**config.mk**
```make
export PLATFORM = sky130hd
export DESIGN_NAME = instruction_fetch_unit
export DESIGN_NICKNAME = d
export VERILOG_FILES = /design/src/rtl/instruction_fetch_unit_pkg.sv /design/src/rtl/fetch_skid_buffer.sv /design/src/rtl/instruction_fetch_unit.sv
export SDC_FILE = /design/constraint.sdc
export NUM_CORES = 1
export LEC_CHECK = 0
export ABC_CLOCK_PERIOD_IN_PS = 5500
export BUFFER_PORTS_ARGS = -buffer_cell sky130_fd_sc_hd__buf_2
export CORE_MARGIN = 8
export CORE_UTILIZATION = 55
export DETAILED_ROUTE_END_ITERATION = 7
export PLACE_DENSITY = 0.78
export SETUP_SLACK_MARGIN = 0.2
export SYNTH_ARGS = -nofsm -noshare
export SYNTH_HDL_FRONTEND = slang
export SYNTH_SLANG_ARGS = --single-unit
```
**constraint.sdc**
```tcl
create_clock -name clk -period 5.5 [get_ports clk]
set_clock_uncertainty 0.1 [all_clocks]
set_input_delay 0.275 -clock clk [delete_from_list [all_inputs] [get_ports clk]]
set_output_delay 0.275 -clock clk [all_outputs]
set_load 0.005 [all_outputs]
```
**src/rtl/instruction_fetch_unit_pkg.sv**
```systemverilog
// Shared types and constants for the IF-stage fetch unit.
package instruction_fetch_unit_pkg;

  typedef enum logic {StReq, StWait} fetch_state_e;

  localparam logic [31:0] DefaultResetPc  = 32'h0000_0000;
  localparam logic [31:0] DefaultNopInstr = 32'h0000_0000;
  localparam logic [31:0] PcIncr          = 32'd4;

  typedef struct packed {
    logic [31:0] pc;
    logic [31:0] instr;
  } fetch_entry_t;

endpackage

```
**src/rtl/fetch_skid_buffer.sv**
```systemverilog
// Two-entry head/skid queue of fetched {pc, instr} words.
module fetch_skid_buffer
  import instruction_fetch_unit_pkg::*;
(
  input  logic         clk,
  input  logic         rst,
  input  logic         clear,
  input  logic         push,
  input  fetch_entry_t push_data,
  input  logic         pop,
  output logic         head_valid,
  output fetch_entry_t head_data,
  output logic         skid_valid
);

  logic         head_valid_q, head_valid_d;
  logic         skid_valid_q, skid_valid_d;
  fetch_entry_t head_q, head_d;
  fetch_entry_t skid_q, skid_d;
  logic         pop_eff;

  assign pop_eff = pop & head_valid_q;

  always_comb begin
    head_valid_d = head_valid_q;
    skid_valid_d = skid_valid_q;
    head_d       = head_q;
    skid_d       = skid_q;
    if (clear) begin
      head_valid_d = 1'b0;
      skid_valid_d = 1'b0;
    end else begin
      if (pop_eff) begin
        head_valid_d = 1'b0;
      end
      // Skid refills the head first; a same-cycle push then lands in skid.
      if (pop_eff && skid_valid_q) begin
        head_valid_d = 1'b1;
        head_d       = skid_q;
        skid_valid_d = 1'b0;
      end
      if (push) begin
        if (!head_valid_d) begin
          head_valid_d = 1'b1;
          head_d       = push_data;
        end else begin
          skid_valid_d = 1'b1;
          skid_d       = push_data;
        end
      end
    end
  end

  always_ff @(posedge clk or negedge rst) begin
    if (!rst) begin
      head_valid_q <= 1'b0;
      skid_valid_q <= 1'b0;
      head_q       <= '0;
      skid_q       <= '0;
    end else begin
      head_valid_q <= head_valid_d;
      skid_valid_q <= skid_valid_d;
      head_q       <= head_d;
      skid_q       <= skid_d;
    end
  end

  assign head_valid = head_valid_q;
  assign head_data  = head_q;
  assign skid_valid = skid_valid_q;

endmodule

```
**src/rtl/instruction_fetch_unit.sv**
```systemverilog
// IF stage: owns the fetch PC, issues single-outstanding imem requests, feeds IF/ID.
module instruction_fetch_unit
  import instruction_fetch_unit_pkg::*;
#(
  parameter logic [31:0] RESET_PC  = DefaultResetPc,
  parameter logic [31:0] NOP_INSTR = DefaultNopInstr
) (
  input  logic        clk,
  input  logic        rst,
  input  logic        freeze,
  input  logic        branch_taken,
  input  logic [31:0] branch_addr,
  output logic        imem_req,
  output logic [31:0] imem_addr,
  input  logic        imem_gnt,
  input  logic        imem_rvalid,
  input  logic [31:0] imem_rdata,
  output logic [31:0] pc_out,
  output logic [31:0] instruction_out,
  output logic        valid_out,
  output logic        flush_out
);

  fetch_state_e state_q, state_d;
  logic [31:0]  fetch_pc_q, fetch_pc_d;
  logic [31:0]  req_pc_q, req_pc_d;
  logic [31:0]  held_addr_q;
  logic         kill_q, kill_d;
  logic         held_q;
  logic         granted, rsp, push, pop;
  logic         head_valid, skid_valid;
  fetch_entry_t head_data, push_data;

  // A request left ungranted keeps its address even if a branch moves fetch_pc.
  assign imem_addr = held_q ? held_addr_q : fetch_pc_q;
  assign imem_req  = rst && (state_q == StReq) && (held_q || !skid_valid);
  assign granted   = imem_req & imem_gnt;
  assign rsp       = imem_rvalid & (state_q == StWait);
  assign push      = rsp & ~kill_q & ~branch_taken;
  assign pop       = head_valid & ~freeze;
  assign flush_out = branch_taken;

  assign push_data.pc    = req_pc_q + PcIncr;
  assign push_data.instr = imem_rdata;

  always_comb begin
    state_d    = state_q;
    fetch_pc_d = fetch_pc_q;
    req_pc_d   = req_pc_q;
    kill_d     = kill_q;
    unique case (state_q)
      StReq:  if (granted) begin
        state_d  = StWait;
        req_pc_d = imem_addr;
      end
      StWait: if (imem_rvalid) state_d = StReq;
    endcase
    if (rsp) kill_d = 1'b0;
    if (push) fetch_pc_d = req_pc_q + PcIncr;
    if (branch_taken) begin
      fetch_pc_d = branch_addr & ~32'h3;
      if ((state_q == StWait && !imem_rvalid) || (state_q == StReq && imem_req)) begin
        kill_d = 1'b1;
      end
    end
  end

  always_ff @(posedge clk or negedge rst) begin
    if (!rst) begin
      state_q     <= StReq;
      fetch_pc_q  <= RESET_PC;
      req_pc_q    <= RESET_PC;
      kill_q      <= 1'b0;
      held_q      <= 1'b0;
      held_addr_q <= RESET_PC;
    end else begin
      state_q    <= state_d;
      fetch_pc_q <= fetch_pc_d;
      req_pc_q   <= req_pc_d;
      kill_q     <= kill_d;
      held_q     <= imem_req & ~imem_gnt;
      if (imem_req && !imem_gnt) held_addr_q <= imem_addr;
    end
  end

  fetch_skid_buffer u_queue (
    .clk        (clk),
    .rst        (rst),
    .clear      (branch_taken),
    .push       (push),
    .push_data  (push_data),
    .pop        (pop),
    .head_valid (head_valid),
    .head_data  (head_data),
    .skid_valid (skid_valid)
  );

  assign valid_out       = head_valid;
  assign pc_out          = head_valid ? head_data.pc : '0;
  assign instruction_out = head_valid ? head_data.instr : NOP_INSTR;

endmodule

```
Word level (Yosys, flattened, before mapping) --
Cells that the tools add are included. W data, S select, Z words.
Storage, ports and cells: logic and storage cells 62, flip-flop bits (word level) 229, output and inout port bits 99
Cells by class: reductions and logical operators 14, multiplexer cells 23, add/subtract/negate cells 1, bitwise operators 12
Operators with widths (count):
- $mux W64 | 3
- $mux W32 | 5
- $add A32 B3 Y32 const B | 1
- $mux W1 | 14
- $and A1 B1 Y1 | 7
- $logic_and A1 B1 Y1 | 6
- $not A1 Y1 | 5
- $logic_not A1 Y1 | 3
- $reduce_and A3 Y1 | 1
- $logic_or A1 B1 Y1 | 2
- $pmux W1 S2 | 1
- $reduce_and A2 Y1 | 1
- $reduce_bool A2 Y1 | 1

Logic depth before layout (Yosys ltp) --
depth in word-level cells 9, depth in mapped cells 9, mapped depth without buffers 6

Cells and area by module --
A second synthesis with hierarchy kept.
Second synthesis, totals: cells, all modules 1185, area total of the unflattened synthesis 11716.2 sq um
By module, submodules not included:
- fetch_skid_buffer | times used 1, cells an instance 576, sequential area each 3253.1 sq um, area an instance 6352.3 sq um
- instruction_fetch_unit | times used 1, cells an instance 609, sequential area each 2477.4 sq um, area an instance 5363.9 sq um

Least setup slack after synthesis --
OpenSTA, ideal clock, no wires.
path kind reg-to-reg, start register req_pc_q[2], end register fetch_pc_q[26], arrival time 1961 ps, setup slack 3318 ps, path buffers 1, cell stages (with the launch flop) 8, library setup time 121 ps, clock period less this slack 2182 ps, cell sequence dfrtp_1 ha_1 nand2_1 or4_1 buf_2 o21a_1 or3_1 a22o_1
On the way: cells in the longest elaborated chain, start to end 3
RTL lines:
- start: declaration | line instruction_fetch_unit.sv:26 | logic [31:0] req_pc_q, req_pc_d;
- start signal: assignment | line instruction_fetch_unit.sv:79 | req_pc_q <= req_pc_d;
- $add A32 B3 Y32 | line instruction_fetch_unit.sv:59 | if (push) fetch_pc_d = req_pc_q + PcIncr;
- $mux W32 | line instruction_fetch_unit.sv:59
- $mux W32 | line instruction_fetch_unit.sv:60 | if (branch_taken) begin
- end signal: assignment | line instruction_fetch_unit.sv:78 | fetch_pc_q <= fetch_pc_d;
- end: declaration | line instruction_fetch_unit.sv:25 | logic [31:0] fetch_pc_q, fetch_pc_d;
No other way between the ends. The select of a mux whose other input is x is not followed. A chain may end at the register's enable or synchronous reset.

Worst setup path in the final report --
start register u_queue.head_valid_q (netlist: u_queue.head_valid), end register u_queue.head_q (netlist bit u_queue.head_data[16])
On the way: cells in the longest elaborated chain, start to end 7
RTL lines:
- start: declaration | line fetch_skid_buffer.sv:16 | logic head_valid_q, head_valid_d;
- start signal: assignment | line fetch_skid_buffer.sv:61 | head_valid_q <= head_valid_d;
- $and A1 B1 Y1 | line instruction_fetch_unit.sv:40 | assign pop = head_valid & ~freeze;
- $and A1 B1 Y1 | line fetch_skid_buffer.sv:22 | assign pop_eff = pop & head_valid_q;
- $mux W1 / $logic_and A1 B1 Y1 (equally long branches) | line fetch_skid_buffer.sv:33, fetch_skid_buffer.sv:37
- $mux W1 | line fetch_skid_buffer.sv:37 | if (pop_eff && skid_valid_q) begin
- $mux W1 | line fetch_skid_buffer.sv:29 | if (clear) begin
- $mux W64 | line fetch_skid_buffer.sv:43 | if (!head_valid_d) begin
- $mux W64 * | line fetch_skid_buffer.sv:42 | if (push) begin
- end signal: assignment | line fetch_skid_buffer.sv:58 | head_q <= '0;
- end signal: assignment | line fetch_skid_buffer.sv:63 | head_q <= head_d;
- end: declaration | line fetch_skid_buffer.sv:18 | fetch_entry_t head_q, head_d;
Every way passes the cells marked *; elsewhere a longest branch is shown, timed or not. The select of a mux whose other input is x is not followed.

==> flow_summary_export.csv <==
group,metric,value,unit
yosys,synth_top_area_cell,"dfrtp_1",
yosys,yosys.area.top_type_share,53.8,%
setup_path,path_cells,"buf_4, nand3b_1, nor2_4, a222oi_1, inv_1",
yosys,synth_seq_area_share,53.8,%
finish,fin_nets,1394,
placement,place_ws,2.32,ns
placement,dp_hpwl,17.8,mm
cts,clock_sinks,229,
timing,finalCritPeriodShare,58.3,%
floorplanning,rows,51,
detailed_routing,dr.pass1.iters,7,
timing,max-slew-margin-rel,18.0,%
floorplanning,io_pins,169,
power,p_per_area,365,mW/mm2
detailed_routing,wl_met3,2.20,mm
grt,track_usage,24.0,%
cts,cts.path.max_buffers,3,
placement,gp_congestion,0.812,
timing,rsz0062_at_grt,"no",
grt,grt_overflow,0,
finish,postLayoutCellArea,0.0131,mm2
finish,final_cell_count_no_fill,1606,
timing,fin_crit,3.21,ns
setup_path,crit_path_start_kind,"flop",
hold_path,min_path_type,"input pin to flop",
floorplanning,initial_core_util,55.5,%
power,power.total,4.76,mW
timing,worst_hold_slack,0.111,ns
timing,finalHoldViolations,0,
cts,cts_tree,"yes",
floorplanning,dieArea,0.0241,mm2
yosys,ys_warn_count,0,
setup_path,crit_fanout,65,
setup_path,path_buf_inv,2,
finish,antenna_cells,0,
placement,dp.cells,1497,
yosys,synth_nets,1205,
detailed_routing,wl,29.0,mm
finish,most-common-layout-cells,"dfrtp_1, nand2_1, buf_2",
detailed_routing,antenna_left,0,
placement,numPortBuffers,166,
setup_path,timing_worst_setup_path_type,"flop to flop",
finish,drive_gt1_share,18.3,%
timing,finalMaxSlewViolations,0,
power,peakVddDrop,0.000251,V
cts,insertion_delay,0.52,ns
timing,finalWorstSetupSlack,2.29,ns
yosys,netlist_area,0.0107,mm2
setup_path,cpPeakStageDelay,1.12,ns
yosys,yosysUniqueCellTypes,60,
detailed_routing,vias,8936,
detailed_routing,wl_met1,12.6,mm
cts,cts_buffers,24,
timing,fmax,312,MHz
setup_path,slowest_stage,"nor2_4",
timing,tightest_slew,1.23,ns
run_status,status,"complete, no violations",
yosys,syn_area_per_cell,9.40,um2
detailed_routing,post_drt_wl_per_cell,18.0,um
yosys,synth_area_leaders,"dfrtp_1, nand2_1, o21ai_0",
detailed_routing,routed.top_layer,"met4",
yosys,async_flop_share,100,%
detailed_routing,first_iter_violations,759,
yosys,synth_edf_count,0,
placement,place_area,0.0116,mm2
finish,final_core_util,68.0,%
detailed_routing,drc,0,
timing,tns,0,ns
detailed_routing,via_per_inst,5.56,
detailed_routing,routed-wl-met2,13.7,mm
floorplanning,die_y,155,um
setup_path,crit_family,"simple AND/OR/NAND/NOR gates",
finish,area_growth_syn_to_layout,22.6,%
floorplanning,fp.dieW,155,um
floorplanning,core,0.0192,mm2
setup_path,crit_arrival,3.55,ns
timing,finalSetupViolations,0,
yosys,synth-seq-cells,229,
setup_path,crit_required,5.84,ns
grt,antenna_found_initial,0,
finish,layout_commonest_cell,"dfrtp_1",
grt,grt_pass1_vias,8900,
cts,cts-root-buf,"clkbuf_16",
power,leakage,6.33,nW
grt,grt_pass1_wl,47.0,mm
cts,h-tree-depth,1,
cts,clk_pin_slew,0.06,ns
setup_path,reg2reg_slack,2.29,ns
setup_path,end_kind,"flop",
yosys,synthFlopType,"dfrtp_1",
run,drv_cap,0,
grt,grt_max_degree,104,
yosys,synthCells,1134,
==> flip-flops by register name (all words and copies together) (netlist names) <==
name / cells
u_queue.head_data: 64
u_queue.skid_q: 64
fetch_pc_q: 32
held_addr_q: 32
req_pc_q: 32
held_q: 1
kill_q: 1
state_q: 1
u_queue.head_valid: 1
u_queue.skid_valid: 1
==> Yosys cell counts (3+ instances only) <==
master / n
a211oi_1: 4
or3_1: 3
inv_1: 59
mux2i_1: 35
and3_1: 5
clkbuf_1: 63
and2_1: 64
xor2_1: 4
nor2_1: 83
o22a_1: 19
o21ai_0: 93
clkbuf_8: 3
or2_2: 3
o22ai_1: 3
a21o_1: 7
o31ai_1: 11
a22oi_1: 25
nor3_1: 14
nor3_2: 4
or4_1: 4
nand2_1: 209
dfrtp_1: 229
o21ai_1: 6
a21oi_1: 63
buf_1: 6
buf_2: 5
nand3_1: 9
nor4_1: 6
nor3b_1: 11
xnor2_1: 15
nand4_1: 7
o21a_1: 3
a222oi_1: 22
==> what timing repair did <==
item | 4_1_cts | 5_1_grt
hold buffers | 65 | 0
gates resized for setup | 0 | 0
endpoints found under the hold margin | 186 | 0
buffers inserted | 0 | 0
==> cell families (layout without fill, tap and decap cells) <==
group	count (synthesis)	after routing	share of synthesized area, %
and+or+nand+nor	442	442	19.8
AOI/OAI and AO/OA	270	270	16.1
DFF	229	229	53.8
buffers and inverters	138	345	5.31
muxes	35	35	3.29
xor gates and xnor gates	19	19	1.56
adders and majority gates	1	1	0.117
==> worst reg2reg max path, cell delays in order, from the launching register on <==
cell and delay (ns):
dfrtp_2 0.43, buf_4 0.46, nand3b_1 0.58, nor2_4 1.12
a222oi_1 0.33, inv_1 0.12
==> layer usage <==
| metal | track usage, % | vias up |
|---|---|---|
| li1 | - | 4253 |
| met1 | 33.1 | 4322 |
| met2 | 39.4 | 321 |
| met3 | 3.97 | 40 |
| met4 | 5.31 | 0 |
| met5 | 0 | - |
==> worst paths after layout <==
path,startpoint,endpoint,cells past startpoint
max in group asynchronous,rst,u_queue.head_valid,3
hold reg to reg,u_queue.head_data[32],u_queue.head_data[32],2
hold / removal,branch_taken,fetch_pc_q[28],3
min in group asynchronous,rst,u_queue.skid_q[22],2
setup / recovery,u_queue.head_valid,u_queue.head_data[16],5
setup reg to reg,u_queue.head_valid,u_queue.head_data[16],5
==> cell type report <==
cell class	count	area [um2]
inverter	59	221
clock buffer	35	723
sequential	229	5730
tap	265	332
timing repair buffer	242	1580
multi-input combinational	767	4380
fill	1471	6140
clock inverter	9	95.1
==> report_power, final <==
part / switching (mW) / leakage (nW) / internal (mW)
combinational: 0.448 / 3.02 / 0.377
clock: 0.664 / 0.412 / 1.00
sequential: 0.249 / 2.90 / 2.02
No activity file was read; power rests on OpenSTA's default activity.
